[config.mk]
export PLATFORM = sky130hd
export DESIGN_NAME = io_rd_ctrl_flat
export DESIGN_NICKNAME = d
export VERILOG_FILES = /design/src/rtl/io_pkg.sv /design/src/rtl/io_rd_ctrl_if.sv /design/src/rtl/kbd_fifo.sv /design/src/rtl/io_rd_ctrl.sv /design/src/flat_wrapper.sv
export SDC_FILE = /design/constraint.sdc
export NUM_CORES = 1
export LEC_CHECK = 0
export CAP_MARGIN = 30
export CORE_MARGIN = 3
export CORE_UTILIZATION = 55
export CTS_CLUSTER_DIAMETER = 30
export DETAILED_ROUTE_END_ITERATION = 7
export PLACE_DENSITY_LB_ADDON = 0.1
export RECOVER_POWER = 50
export SLEW_MARGIN = 20
export SYNTH_ARGS = -nofsm -noshare
export SYNTH_HDL_FRONTEND = slang
export SYNTH_HIERARCHICAL = 1
export SYNTH_SLANG_ARGS = --single-unit
export TNS_END_PERCENT = 50
[constraint.sdc]
create_clock -name clk -period 4.7 [get_ports clk]
set_clock_uncertainty 0.05 [all_clocks]
set_input_delay 0.94 -clock clk [delete_from_list [all_inputs] [get_ports clk]]
set_output_delay 0.94 -clock clk [all_outputs]
set_load 0.05 [all_outputs]
[src/rtl/io_pkg.sv]
// Shared IO address map: region codes, keyboard register layout, decode helpers.
// Latency: n/a (constants and pure functions only).
// Backpressure: n/a; used by both the read controller and the write-side decoder.
package io_pkg;

    // addr[31:20] region codes
    localparam logic [11:0] REGION_DMEM = 12'h001;
    localparam logic [11:0] REGION_VGA  = 12'h002;
    localparam logic [11:0] REGION_KBD  = 12'h003;

    // Inside the keyboard region, addr[2] picks data (0) or status (1)
    localparam int KBD_REG_SEL_BIT = 2;

    // Keyboard status word layout: {23'b0, overflow, 3'b0, count[4:0]}
    localparam int KBD_STAT_CNT_LSB = 0;
    localparam int KBD_STAT_CNT_W   = 5;
    localparam int KBD_STAT_OVF_BIT = 8;

    typedef enum logic [1:0] {
        REG_UNMAPPED = 2'd0,
        REG_DMEM     = 2'd1,
        REG_VGA      = 2'd2,
        REG_KBD      = 2'd3
    } region_e;

    // Where the response register takes its data from in the response cycle
    typedef enum logic {
        RSEL_LOCAL = 1'b0,   // word captured in the request cycle
        RSEL_DMEM  = 1'b1    // data memory returns it one cycle later
    } rsel_e;

    // DMEM wins if a parameterised keyboard region ever collides with it
    function automatic region_e decode_region(input logic [11:0] code,
                                              input logic [11:0] kbd_code);
        region_e r;
        r = REG_UNMAPPED;
        if (code == REGION_DMEM) begin
            r = REG_DMEM;
        end else if (code == kbd_code) begin
            r = REG_KBD;
        end else if (code == REGION_VGA) begin
            r = REG_VGA;
        end
        return r;
    endfunction

    function automatic logic [31:0] kbd_status_word(input logic ovf,
                                                    input logic [KBD_STAT_CNT_W-1:0] cnt);
        logic [31:0] w;
        w = '0;
        w[KBD_STAT_CNT_LSB +: KBD_STAT_CNT_W] = cnt;
        w[KBD_STAT_OVF_BIT] = ovf;
        return w;
    endfunction

endpackage

[src/rtl/io_rd_ctrl_if.sv]
// CPU read port, data-memory read side-channel and keyboard byte stream.
// Latency: n/a (signal bundle only).
// Backpressure: none; reads and keyboard strobes are accepted every cycle.
interface io_rd_ctrl_if;
    logic [31:0] addr;
    logic        rd_en;
    logic        dmem_rd_en;
    logic [31:0] dmem_rdata;
    logic        kbd_valid;
    logic [7:0]  kbd_data;
    logic [31:0] rdata;
    logic        rdata_valid;

    // Environment side: CPU, data memory and keyboard receiver
    modport master (
        output addr, rd_en, dmem_rdata, kbd_valid, kbd_data,
        input  dmem_rd_en, rdata, rdata_valid
    );

    // Read controller side
    modport slave (
        input  addr, rd_en, dmem_rdata, kbd_valid, kbd_data,
        output dmem_rd_en, rdata, rdata_valid
    );
endinterface

[src/rtl/kbd_fifo.sv]
// Keyboard byte FIFO, DEPTH entries (power of two), show-ahead head on dout.
// Latency: push visible at dout the cycle after it is written into an empty FIFO.
// Backpressure: push while full is ignored unless a pop happens the same cycle.
module kbd_fifo #(
    parameter int DEPTH = 8,
    parameter int CW    = $clog2(DEPTH) + 1
) (
    input  logic          clk,
    input  logic          rst_n,
    input  logic          push,
    input  logic          pop,
    input  logic [7:0]    din,
    output logic [7:0]    dout,
    output logic [CW-1:0] count,
    output logic          full,
    output logic          empty
);
    localparam int AW = (DEPTH > 1) ? $clog2(DEPTH) : 1;

    logic [7:0]    mem [DEPTH];
    logic [AW-1:0] wr_ptr;
    logic [AW-1:0] rd_ptr;
    logic          push_ok;
    logic          pop_ok;

    assign full  = (count == CW'(DEPTH));
    assign empty = (count == '0);
    assign dout  = mem[rd_ptr];

    // A pop frees the slot this cycle, so a push into a full FIFO still lands
    assign pop_ok  = pop && !empty;
    assign push_ok = push && (!full || pop_ok);

    // Storage array, no reset needed: only read while count says it is valid
    always_ff @(posedge clk) begin
        if (push_ok) begin
            mem[wr_ptr] <= din;
        end
    end

    // Pointers wrap naturally at the power-of-two depth; count tracks occupancy
    always_ff @(posedge clk) begin
        if (!rst_n) begin
            wr_ptr <= '0;
            rd_ptr <= '0;
            count  <= '0;
        end else begin
            if (push_ok) begin
                wr_ptr <= wr_ptr + 1'b1;
            end
            if (pop_ok) begin
                rd_ptr <= rd_ptr + 1'b1;
            end
            case ({push_ok, pop_ok})
                2'b10:   count <= count + 1'b1;
                2'b01:   count <= count - 1'b1;
                default: count <= count;
            endcase
        end
    end

endmodule

[src/rtl/io_rd_ctrl.sv]
// Read-side IO controller: decodes CPU reads to DMEM, keyboard FIFO/status or unmapped.
// Latency: fixed 1 cycle, request in N -> rdata_valid pulse with data in N+1.
// Backpressure: none; one read per cycle back-to-back, excess keyboard bytes dropped.
module io_rd_ctrl
    import io_pkg::*;
#(
    parameter int          FIFO_DEPTH = 8,
    parameter logic [11:0] KBD_REGION = REGION_KBD
) (
    input  logic         clk,
    input  logic         rst_n,
    io_rd_ctrl_if.slave  bus
);
    localparam int CNT_W = $clog2(FIFO_DEPTH) + 1;

    region_e     region;
    logic        rd_acc;
    logic        kbd_data_rd;
    logic        kbd_stat_rd;

    logic        fifo_pop;
    logic        fifo_full;
    logic        fifo_empty;
    logic [7:0]  fifo_dout;
    logic [CNT_W-1:0]          fifo_count;
    logic [KBD_STAT_CNT_W-1:0] stat_count;

    logic        ovf_q;
    logic        ovf_set;

    rsel_e       sel_d;
    rsel_e       sel_q;
    logic [31:0] local_d;
    logic [31:0] local_q;
    logic [31:0] hold_q;
    logic        valid_q;
    logic [31:0] rdata_mux;

    logic        unused_addr_bits;
    assign unused_addr_bits = ^{bus.addr[19:3], bus.addr[1:0]};

    assign region = decode_region(bus.addr[31:20], KBD_REGION);

    // A read in a reset cycle is dropped before it can touch any state
    assign rd_acc      = bus.rd_en && rst_n;
    assign kbd_data_rd = rd_acc && (region == REG_KBD) && !bus.addr[KBD_REG_SEL_BIT];
    assign kbd_stat_rd = rd_acc && (region == REG_KBD) &&  bus.addr[KBD_REG_SEL_BIT];

    assign bus.dmem_rd_en = rd_acc && (region == REG_DMEM);

    assign fifo_pop   = kbd_data_rd && !fifo_empty;
    assign stat_count = KBD_STAT_CNT_W'(fifo_count);

    // Byte lost only when full and no pop makes room in the same cycle
    assign ovf_set = bus.kbd_valid && fifo_full && !fifo_pop;

    kbd_fifo #(
        .DEPTH (FIFO_DEPTH),
        .CW    (CNT_W)
    ) u_kbd_fifo (
        .clk   (clk),
        .rst_n (rst_n),
        .push  (bus.kbd_valid),
        .pop   (fifo_pop),
        .din   (bus.kbd_data),
        .dout  (fifo_dout),
        .count (fifo_count),
        .full  (fifo_full),
        .empty (fifo_empty)
    );

    // Build the response word for keyboard/unmapped reads now; DMEM data comes next cycle
    always_comb begin
        sel_d   = RSEL_LOCAL;
        local_d = '0;
        if (region == REG_DMEM) begin
            sel_d = RSEL_DMEM;
        end else if (kbd_stat_rd) begin
            local_d = kbd_status_word(ovf_q, stat_count);
        end else if (kbd_data_rd && !fifo_empty) begin
            local_d = {24'b0, fifo_dout};
        end
    end

    // Sticky overflow: a same-cycle set beats the read-to-clear, the read sees the old value
    always_ff @(posedge clk) begin
        if (!rst_n) begin
            ovf_q <= 1'b0;
        end else if (ovf_set) begin
            ovf_q <= 1'b1;
        end else if (kbd_stat_rd) begin
            ovf_q <= 1'b0;
        end
    end

    // Response register: valid pulse, source select, captured word and held output
    always_ff @(posedge clk) begin
        if (!rst_n) begin
            valid_q <= 1'b0;
            sel_q   <= RSEL_LOCAL;
            local_q <= '0;
            hold_q  <= '0;
        end else begin
            valid_q <= rd_acc;
            if (rd_acc) begin
                sel_q   <= sel_d;
                local_q <= local_d;
            end
            if (valid_q) begin
                hold_q <= rdata_mux;
            end
        end
    end

    assign rdata_mux       = (sel_q == RSEL_DMEM) ? bus.dmem_rdata : local_q;
    assign bus.rdata       = valid_q ? rdata_mux : hold_q;
    assign bus.rdata_valid = valid_q;

endmodule
[src/flat_wrapper.sv]
// flat-port wrapper written by rule: the top's interface ports become plain ports
module io_rd_ctrl_flat import io_pkg::*;
#(
    parameter int          FIFO_DEPTH = 8,
    parameter logic [11:0] KBD_REGION = REGION_KBD
)
  (clk, rst_n, bus_addr, bus_rd_en, bus_dmem_rdata, bus_kbd_valid, bus_kbd_data, bus_dmem_rd_en, bus_rdata, bus_rdata_valid);
  io_rd_ctrl_if bus_i ();
  input  logic clk;
  input  logic rst_n;
  input wire logic [$bits(bus_i.addr)-1:0] bus_addr;
  input wire logic [$bits(bus_i.rd_en)-1:0] bus_rd_en;
  input wire logic [$bits(bus_i.dmem_rdata)-1:0] bus_dmem_rdata;
  input wire logic [$bits(bus_i.kbd_valid)-1:0] bus_kbd_valid;
  input wire logic [$bits(bus_i.kbd_data)-1:0] bus_kbd_data;
  output wire logic [$bits(bus_i.dmem_rd_en)-1:0] bus_dmem_rd_en;
  output wire logic [$bits(bus_i.rdata)-1:0] bus_rdata;
  output wire logic [$bits(bus_i.rdata_valid)-1:0] bus_rdata_valid;
  assign bus_i.addr = bus_addr;
  assign bus_i.rd_en = bus_rd_en;
  assign bus_i.dmem_rdata = bus_dmem_rdata;
  assign bus_i.kbd_valid = bus_kbd_valid;
  assign bus_i.kbd_data = bus_kbd_data;
  assign bus_dmem_rd_en = bus_i.dmem_rd_en;
  assign bus_rdata = bus_i.rdata;
  assign bus_rdata_valid = bus_i.rdata_valid;
  io_rd_ctrl #(.FIFO_DEPTH(FIFO_DEPTH), .KBD_REGION(KBD_REGION)) u_core (.clk(clk), .rst_n(rst_n), .bus(bus_i));
endmodule
==> results.py, run 1 <==
metrics = {
    "hold_path": {
        "min_path_cells": 2,
        "holdPathEnd": "u_core/local_q[6]",
        "hold_start": "u_core/local_q[6]",
        "hold_class": "reg -> reg",
    },
    "floorplan": {
        "die_h_um": 103,
        "die_w_um": 103,
        "std_cell_rows": 34,
        "core_area_mm2": 0.00893,
        "initial_core_util_pct": 57.9,
        "design.portCount": 110,
        "die-area_mm2": 0.0106,
    },
    "critical_path": {
        "cpPeakStageDelay_ns": 0.81,
        "crit_top_cell": "nand2_1",
        "crit_type": "reg -> out",
        "r2r_start": "u_core/u_kbd_fifo/count[1]",
        "reg2reg_to": "u_core/u_kbd_fifo/mem[7][2]",
        "crit_path_end_kind": "output pin",
        "crit_fanout": 23,
        "critPathSlowestCell": "clkdlybuf4s50_1",
        "r2r_slack_ns": 1.67,
        "critPathLaunchType": "register",
        "cpLargestDelayFamily": "simple AND/OR/NAND/NOR gates",
        "path_cells": "and2_1 > nand2_1 > nand2_1 > clkdlybuf4s50_1",
        "crit_arrival_ns": 2.57,
        "required_ns": 3.71,
        "ff2ff_path_depth": 7,
        "crit_buf_inv": 1,
    },
    "timing": {
        "fmax_mhz": 281,
        "fin_setup_tns_ns": 0,
        "hold_viol_final": 0,
        "tightestPinTransition_ns": 1.66,
        "rsz0062_at_grt": "false",
        "relSlewSlack_pct": -10.7,
        "period_needed_ns": 3.56,
        "period_share_pct": 75.8,
        "slew_viol_final": 46,
        "setup_viol": 0,
    },
    "layout": {
        "fin_util_pct": 75.2,
        "stdcell_area_mm2": 0.00672,
        "nets": 596,
        "antenna_cells": 0,
        "seq_area_mm2": 0.00306,
        "n_fill_cell": 581,
        "multi_input_area_mm2": 0.00194,
        "area_delta_synth_final_pct": 29.9,
        "drive_above_1_share_pct": 12.5,
    },
    "clocking": {
        "cts_tree": "built",
        "clk_path_buf_depth": 2,
        "ctsHoldBuffers": 0,
        "cts_setup_buffers": 0,
        "htree_levels": 4,
        "cts_buffers": 17,
        "clock_latency_ns": 0.51,
        "ctsResizeCount": 0,
        "clk_pin_slew_ns": 0.06,
        "cts_sinks": 121,
        "cts_root_buffer": "clkbuf_8",
    },
    "drt": {
        "vias": 3423,
        "drc": 0,
        "wire_per_inst_um": 16.2,
        "viasPerCell": 5.38,
        "first_pass_iters": 4,
        "drtAntennaViolNets": 0,
        "wl_um": 10300,
        "drt-initial-drc-count": 153,
    },
    "yosys": {
        "avgSynthCellArea_um2": 12.4,
        "synth_seq_cells": 121,
        "seq_area_frac_synth_pct": 59.2,
        "yosysUniqueCellTypes": 50,
        "synth-edff-count": 64,
        "synthCells": 418,
        "syn_nets": 499,
        "async_flop_share_pct": 0,
        "synthesis.area_mm2": 0.00517,
        "ys.warnings.count": 6,
        "synth_ff_type": "edfxtp_1",
    },
    "global_routing": {
        "grt_max_degree": 46,
        "grt_pass1_wl_um": 16500,
        "antenna_found_initial": 0,
        "grt_use_total_pct": 20.6,
        "overflow": 0,
        "grt_pass1_vias": 3327,
    },
    "run_status": {
        "outcome": "finished, violations left",
        "violations": "capacitance limit, slew limit",
    },
    "pwr": {
        "leakagePower_nw": 2.44,
        "peakVddDrop_mv": 0.313,
        "p_per_area_mw_per_mm2": 384,
    },
    "placement": {
        "place_hpwl_um": 6930,
        "postPlaceCellArea_mm2": 0.00615,
        "port_buffers": 90,
        "place.gp.congestion": 0.774,
    },
    "job": {
        "maxCapViolations": 1,
    },
}
==> routing by layer <==
metal	wire length, µm	track usage, %	vias up
met4	143	8.67	0
met3	551	4.06	14
met1	4470	26.4	1603
met5	0	0	-
li1	-	-	1703
met2	5150	34.3	103
==> per-stage QoR <==
step	hold WS, ns	power [mW]	worst slack, ns	instances
final	0.397	2.58	1.14	636
after global routing	0.428	2.68	0.787	636
after CTS	0.400	2.61	1.07	635
after detailed placement	0.392	1.36	0.866	603
after global placement	0.386	1.35	0.916	603
after floorplan	0.375	1.27	1.32	418
==> synth_stat cells, drive strengths merged (3+ instances only) <==
cell	count	share of area [%]
mux4	16	7.7
o21ai	13	1.4
nand3	7	0.68
a21oi	11	1.1
mux2	8	1.7
xnor2	4	0.68
mux2i	11	2.1
and2	13	1.6
nor3	4	0.39
a21boi	23	3.3
ha	4	0.97
nand2	67	4.9
a22oi	5	0.73
nor4	3	0.77
nand4	4	0.77
edfxtp	64	37
clkbuf	7	0.51
inv	3	0.22
nand2b	27	3.3
buf	17	2.2
o211ai	3	0.53
dfxtp	57	22
nor2	29	2.2
==> worst max-delay path by stage <==
| stage | startpoint | endpoint | slack, ns | cells after the start |
|---|---|---|---|---|
| final | u_core/bus.rdata_valid | bus_rdata[9] | 1.14 | 4 |
| after global routing | rst_n | u_core/u_kbd_fifo/count[3] | 0.79 | 5 |
| after detailed placement | bus_addr[31] | u_core/u_kbd_fifo/mem[7][4] | 0.87 | 8 |
| after CTS | u_core/bus.rdata_valid | bus_rdata[9] | 1.07 | 4 |
| after global placement | bus_addr[31] | u_core/u_kbd_fifo/mem[7][4] | 0.92 | 8 |
| after floorplan | rst_n | u_core/u_kbd_fifo/mem[0][0] | 1.32 | 9 |
==> area by class of cell <==
class	instances	share of cell area [%]
Clock buffer	18	6.22
Clock inverter	14	2.38
Inverter	4	0.223
Multi-Input combinational cell	269	28.9
Sequential cell	121	45.6
Tap cell	108	2.01
Timing Repair Buffer	102	14.7
==> layout by cell type (no fill, tap or decap), types with 6 or more instances in the layout <==
cell             Yosys  layout
a21boi_0             3      23
a21oi_1             11      11
and2_0               0       7
and2_1              13       6
buf_4                3      11
clkbuf_16            0      16
clkdlybuf4s50_1      0      80
dfxtp_1             57      57
dlygate4sd3_1        0       9
edfxtp_1            64      64
inv_6                0       7
mux2_2               8       8
mux2i_1             11      11
mux4_1              10      10
mux4_2               6       6
nand2_1             67      67
nand2b_1            27      27
nand3_1              7       7
nor2_1              28      28
o21ai_0              2       6
==> flip-flops by register name (all words and copies together), names as in the netlist, named ones only <==
name,cells
u_core/bus.rdata_valid,1
u_core/hold_q,32
u_core/local_q,9
u_core/ovf_q,1
u_core/sel_q,1
u_core/u_kbd_fifo/count,4
u_core/u_kbd_fifo/mem,64
u_core/u_kbd_fifo/rd_ptr,3
u_core/u_kbd_fifo/wr_ptr,3
==> kinds of logic after synthesis <==
| logic type | synth area share, % |
|---|---|
| and+or+nand+nor | 15.5 |
| adders and majority gates | 1.35 |
| xor gates and xnor gates | 1.02 |
| DFF | 59.2 |
| buffers and inverters | 2.98 |
| AOI/OAI and AO/OA | 8.42 |
| muxes | 11.6 |
==> tightest hold or removal path, stage by stage (launching register included) <==
cell and delay [ns]:
dfxtp_1 0.31, nand2_1 0.05, o21ai_1 0.05
==> power breakdown <==
group | internal (mW) | total, mW | switching (mW)
Sequential | 1.13 | 1.14 | 0.0116
Clock | 0.766 | 1.25 | 0.483
Combinational | 0.0891 | 0.189 | 0.0998
Total | 1.99 | 2.58 | 0.594
Power figures use the tool's default switching activity.
==> inputs of run 2 (changes only) <==
CORE_UTILIZATION = 51   (was 55)
clock period = 3.5 ns   (was 4.7 ns; I/O delays follow)
==> run 2 against run 1 <==
The flow now finishes without violations. Sequential share of layout area fell by 1.8 points. Global-route usage shrank 1.7 points. Sequential power up 35%. Critical endpoint is now bus_rdata[3]. Highest routed layer unchanged.
==> results.py, run 2 (synthesized netlist as in run 1, its figures left out) <==
metrics = {
    "floorplan": {
        "std_cell_rows": 36,
        "design.portCount": 110,
        "die_h_um": 107,
        "die_w_um": 107,
        "core_area_mm2": 0.00982,
        "initial_core_util_pct": 52.7,
        "die-area_mm2": 0.0114,
    },
    "timing": {
        "hold_slack_ns": 0.401,
        "setup_ws_ns": 0.280,
        "fmax_mhz": 311,
        "setup_viol": 0,
        "fin_setup_tns_ns": 0,
        "hold_viol_final": 0,
        "tightestPinTransition_ns": 0.714,
        "rsz0062_at_grt": "false",
        "period_share_pct": 92.0,
        "slew_viol_final": 0,
        "relSlewSlack_pct": 52.4,
        "period_needed_ns": 3.22,
    },
    "placement": {
        "port_buffers": 90,
        "place.gp.congestion": 0.748,
        "place_ws_ns": -0.00397,
        "dp.cells": 634,
        "postPlaceCellArea_mm2": 0.00647,
        "place_hpwl_um": 7020,
    },
    "clocking": {
        "cts_root_buffer": "clkbuf_8",
        "cts_sinks": 121,
        "cts_tree": "built",
        "cts_buffers": 17,
        "ctsHoldBuffers": 0,
        "cts_setup_buffers": 0,
        "ctsResizeCount": 0,
        "clk_path_buf_depth": 2,
        "htree_levels": 4,
        "clk_pin_slew_ns": 0.06,
        "clock_latency_ns": 0.50,
    },
    "drt": {
        "wire_per_inst_um": 15.1,
        "drt-initial-drc-count": 187,
        "first_pass_iters": 5,
        "drc": 0,
        "drtAntennaViolNets": 0,
        "vias": 3401,
        "viasPerCell": 5.11,
        "wl_um": 10000,
    },
    "layout": {
        "top_regs": "u_core/u_kbd_fifo/mem: 64 flops, u_core/hold_q: 32 flops, u_core/local_q: 9 flops",
        "n_fill_cell": 717,
        "antenna_cells": 0,
        "largest-register": "u_core/u_kbd_fifo/mem",
        "final_cell_mix": "67 x nand2_1, 64 x edfxtp_1, 57 x dfxtp_1",
        "area_delta_synth_final_pct": 35.3,
        "stdcell_area_mm2": 0.00700,
        "largest_reg_flops": 64,
        "fin_util_pct": 71.3,
        "drive_above_1_share_pct": 18.0,
        "final_common_cell": "nand2_1",
        "stdcell_count": 666,
        "nets": 601,
    },
    "hold_path": {
        "hold_class": "reg -> reg",
        "min_path_cells": 2,
        "hold_start": "u_core/local_q[5]",
        "holdPathEnd": "u_core/local_q[5]",
    },
    "pwr": {
        "p_per_area_mw_per_mm2": 475,
        "total_power_mw": 3.32,
        "leakagePower_nw": 2.56,
        "peakVddDrop_mv": 0.400,
    },
    "global_routing": {
        "overflow": 0,
        "grt_max_degree": 46,
        "antenna_found_initial": 0,
        "grt_pass1_wl_um": 16800,
        "grt_pass1_vias": 3371,
        "grt_use_total_pct": 18.9,
    },
    "critical_path": {
        "required_ns": 2.75,
        "ff2ff_path_depth": 12,
        "crit_arrival_ns": 2.47,
        "reg2reg_to": "u_core/u_kbd_fifo/count[3]",
        "r2r_start": "u_core/u_kbd_fifo/count[1]",
        "critPathLaunchType": "register",
        "crit_path_end_kind": "output pin",
        "crit_type": "reg -> out",
        "crit_fanout": 23,
        "r2r_slack_ns": 0.37,
    },
    "run_status": {
        "outcome": "finished clean",
    },
    "job": {
        "maxCapViolations": 0,
    },
}
## run 2: layer usage
layer | global-route usage, % | up-vias | part of all wire [%]
met1 | 24.5 | 1586 | 46
li1 | - | 1720 | -
met4 | 6.03 | 0 | 0.97
met2 | 31.1 | 86 | 49
met3 | 5.24 | 9 | 5.0
met5 | 0 | - | 0
## run 2: final cells by class
type	instances	area, µm²	share of cell area (%)
multi-input combinational	269	1960	28.0
sequential	121	3060	43.8
clock buffer	18	418	5.97
clock inverter	14	114	1.63
tap	133	166	2.38
inverter	4	15.0	0.215
timing repair buffer	107	1260	18.1
## run 2: worst max-delay path, cell delays in order, from the launching register on
cell	delay, ns
dfxtp_1	0.78
nor2_1	0.12
a21oi_1	0.22
clkdlybuf4s50_1	0.85
## run 2: power breakdown
group	switching (mW)	internal, mW
combinational	0.132	0.121
clock	0.648	0.883
sequential	0.0183	1.52
total	0.799	2.53
## run 2: how the worst max path moves through the flow
stage | to | slack [ns] | cells after the start | from
after floorplan | u_core/u_kbd_fifo/mem[0][0] | 0.36 | 9 | rst_n
after global placement | u_core/u_kbd_fifo/count[3] | 0.03 | 13 | bus_addr[31]
after detailed placement | u_core/u_kbd_fifo/count[3] | -0.004 | 13 | bus_addr[31]
after CTS | bus_rdata[29] | 0.19 | 4 | u_core/bus.rdata_valid
after global routing | u_core/u_kbd_fifo/count[3] | 0.09 | 13 | bus_addr[29]
final | bus_rdata[3] | 0.28 | 3 | u_core/bus.rdata_valid
==> inputs of run 3 (changes only) <==
CORE_UTILIZATION = 46   (was 51)
==> run 3 against run 2 <==
Register-to-register slack better by 0.30 ns. Design area is 0.41% higher. Core utilization is 7.0 points lower. Count of clock-buffer cells in the layout is 1 lower. Hold slack worse by 0.0034 ns. Non-clock buffer count stayed put. Sequential cell count stayed put.
==> results.py, run 3 (synthesized netlist as in run 1, its figures left out) <==
metrics = {
    "layout": {
        "nets": 601,
        "n_fill_cell": 842,
        "largest-register": "u_core/u_kbd_fifo/mem",
        "top_regs": "u_core/u_kbd_fifo/mem: 64 flops, u_core/hold_q: 32 flops, u_core/local_q: 9 flops",
        "drive_above_1_share_pct": 17.8,
        "antenna_cells": 0,
        "area_delta_synth_final_pct": 35.8,
        "multi_input_area_mm2": 0.00194,
        "final_cell_mix": "67 x nand2_1, 64 x edfxtp_1, 57 x dfxtp_1",
        "seq_area_mm2": 0.00306,
        "final_common_cell": "nand2_1",
        "largest_reg_flops": 64,
    },
    "placement": {
        "place_hpwl_um": 7190,
        "place.gp.congestion": 0.753,
        "port_buffers": 90,
    },
    "clocking": {
        "htree_levels": 4,
        "clk_path_buf_depth": 2,
        "cts_sinks": 121,
        "clock_latency_ns": 0.41,
        "cts_setup_buffers": 0,
        "ctsHoldBuffers": 0,
        "cts_buffers": 17,
        "ctsResizeCount": 0,
        "cts_tree": "built",
        "cts_root_buffer": "clkbuf_16",
        "clk_pin_slew_ns": 0.06,
    },
    "critical_path": {
        "crit_fanout": 23,
        "cpLargestDelayFamily": "simple AND/OR/NAND/NOR gates",
        "required_ns": 2.75,
        "crit_type": "reg -> out",
        "critPathLaunchType": "register",
        "ff2ff_path_depth": 12,
        "path_cells": "and2_1 > nand2_1 > nand2_1 > buf_12",
        "cp_num_cells": 4,
        "crit_path_end_kind": "output pin",
        "crit_arrival_ns": 2.42,
        "crit_buf_inv": 1,
        "crit_top_cell": "nand2_1",
        "cpPeakStageDelay_ns": 0.75,
        "critPathSlowestCell": "dfxtp_1",
    },
    "hold_path": {
        "hold_class": "reg -> reg",
        "min_path_cells": 2,
    },
    "floorplan": {
        "design.portCount": 110,
        "initial_core_util_pct": 47.3,
        "die_h_um": 112,
        "core_area_mm2": 0.0109,
        "std_cell_rows": 38,
        "die_w_um": 112,
        "die-area_mm2": 0.0126,
    },
    "timing": {
        "fmax_mhz": 315,
        "relSlewSlack_pct": 42.5,
        "period_needed_ns": 3.17,
        "fin_setup_tns_ns": 0,
        "period_share_pct": 90.6,
        "tightestPinTransition_ns": 0.861,
        "rsz0062_at_grt": "false",
        "setup_viol": 0,
        "hold_viol_final": 0,
        "slew_viol_final": 0,
    },
    "pwr": {
        "p_per_area_mw_per_mm2": 489,
        "total_power_mw": 3.44,
        "peakVddDrop_mv": 0.323,
        "leakagePower_nw": 2.57,
    },
    "global_routing": {
        "grt_max_degree": 46,
        "overflow": 0,
        "grt_pass1_vias": 3498,
        "grt_use_total_pct": 17.9,
        "grt_pass1_wl_um": 17800,
        "antenna_found_initial": 0,
    },
    "job": {
        "maxCapViolations": 0,
    },
    "drt": {
        "drc": 0,
        "viasPerCell": 5.09,
        "drt-initial-drc-count": 212,
        "wl_um": 10400,
        "first_pass_iters": 4,
        "wire_per_inst_um": 15.5,
        "vias": 3424,
        "drtAntennaViolNets": 0,
    },
    "run_status": {
        "outcome": "finished clean",
    },
}
run 3: layout make-up:
cell class              count  area share [%]
repair buffers            107            18.0
multi-input cells         269            27.6
inverters                   4           0.214
well taps                 140            2.49
clock inverters            15            2.03
clock buffers              17            6.05
flip-flops and latches    121            43.6
run 3: where the power goes:
part           internal (mW)  switching, mW
Combinational          0.121          0.131
Clock                  0.945          0.700
Sequential              1.52         0.0175
Total                   2.59          0.849
run 3: per-layer routing:
layer  routed length [µm]  track usage (%)  share of wire (%)  vias up
li1                     -                -                  -     1707
met1                 4770             23.5                 46     1607
met2                 4950             28.8                 47       99
met3                  585             5.50                5.6       11
met4                  128             5.93                1.2        0
met5                    0                0                  0        -
run 3: worst paths after layout:
path	from	end	slack, ns
setup / recovery	u_core/bus.rdata_valid	bus_rdata[9]	0.33
setup reg to reg	u_core/u_kbd_fifo/count[0]	u_core/u_kbd_fifo/count[3]	0.67
hold / removal	u_core/local_q[0]	u_core/local_q[0]	0.40
hold reg to reg	u_core/local_q[0]	u_core/local_q[0]	0.40
run 3: worst min-delay path: cells and delay by family, from the launching register on:
kind	cells	cell delay [ns]
AOI/OAI and AO/OA	1	0.05
DFF	1	0.30
and+or+nand+nor	1	0.05
run 3: metrics by stage:
stage	std cells	hold slack [ns]	instance area, µm²	utilization, %	setup slack, ns
detailed placement	641	0.394	6480	59.2	0.0165
CTS	673	0.403	7050	64.4	0.263
global route	673	0.415	7030	64.3	0.0533
finish	673	0.397	7030	64.3	0.328
global placement	641	0.388	6480	59.2	0.0694
floorplan	418	0.375	5170	-	0.361
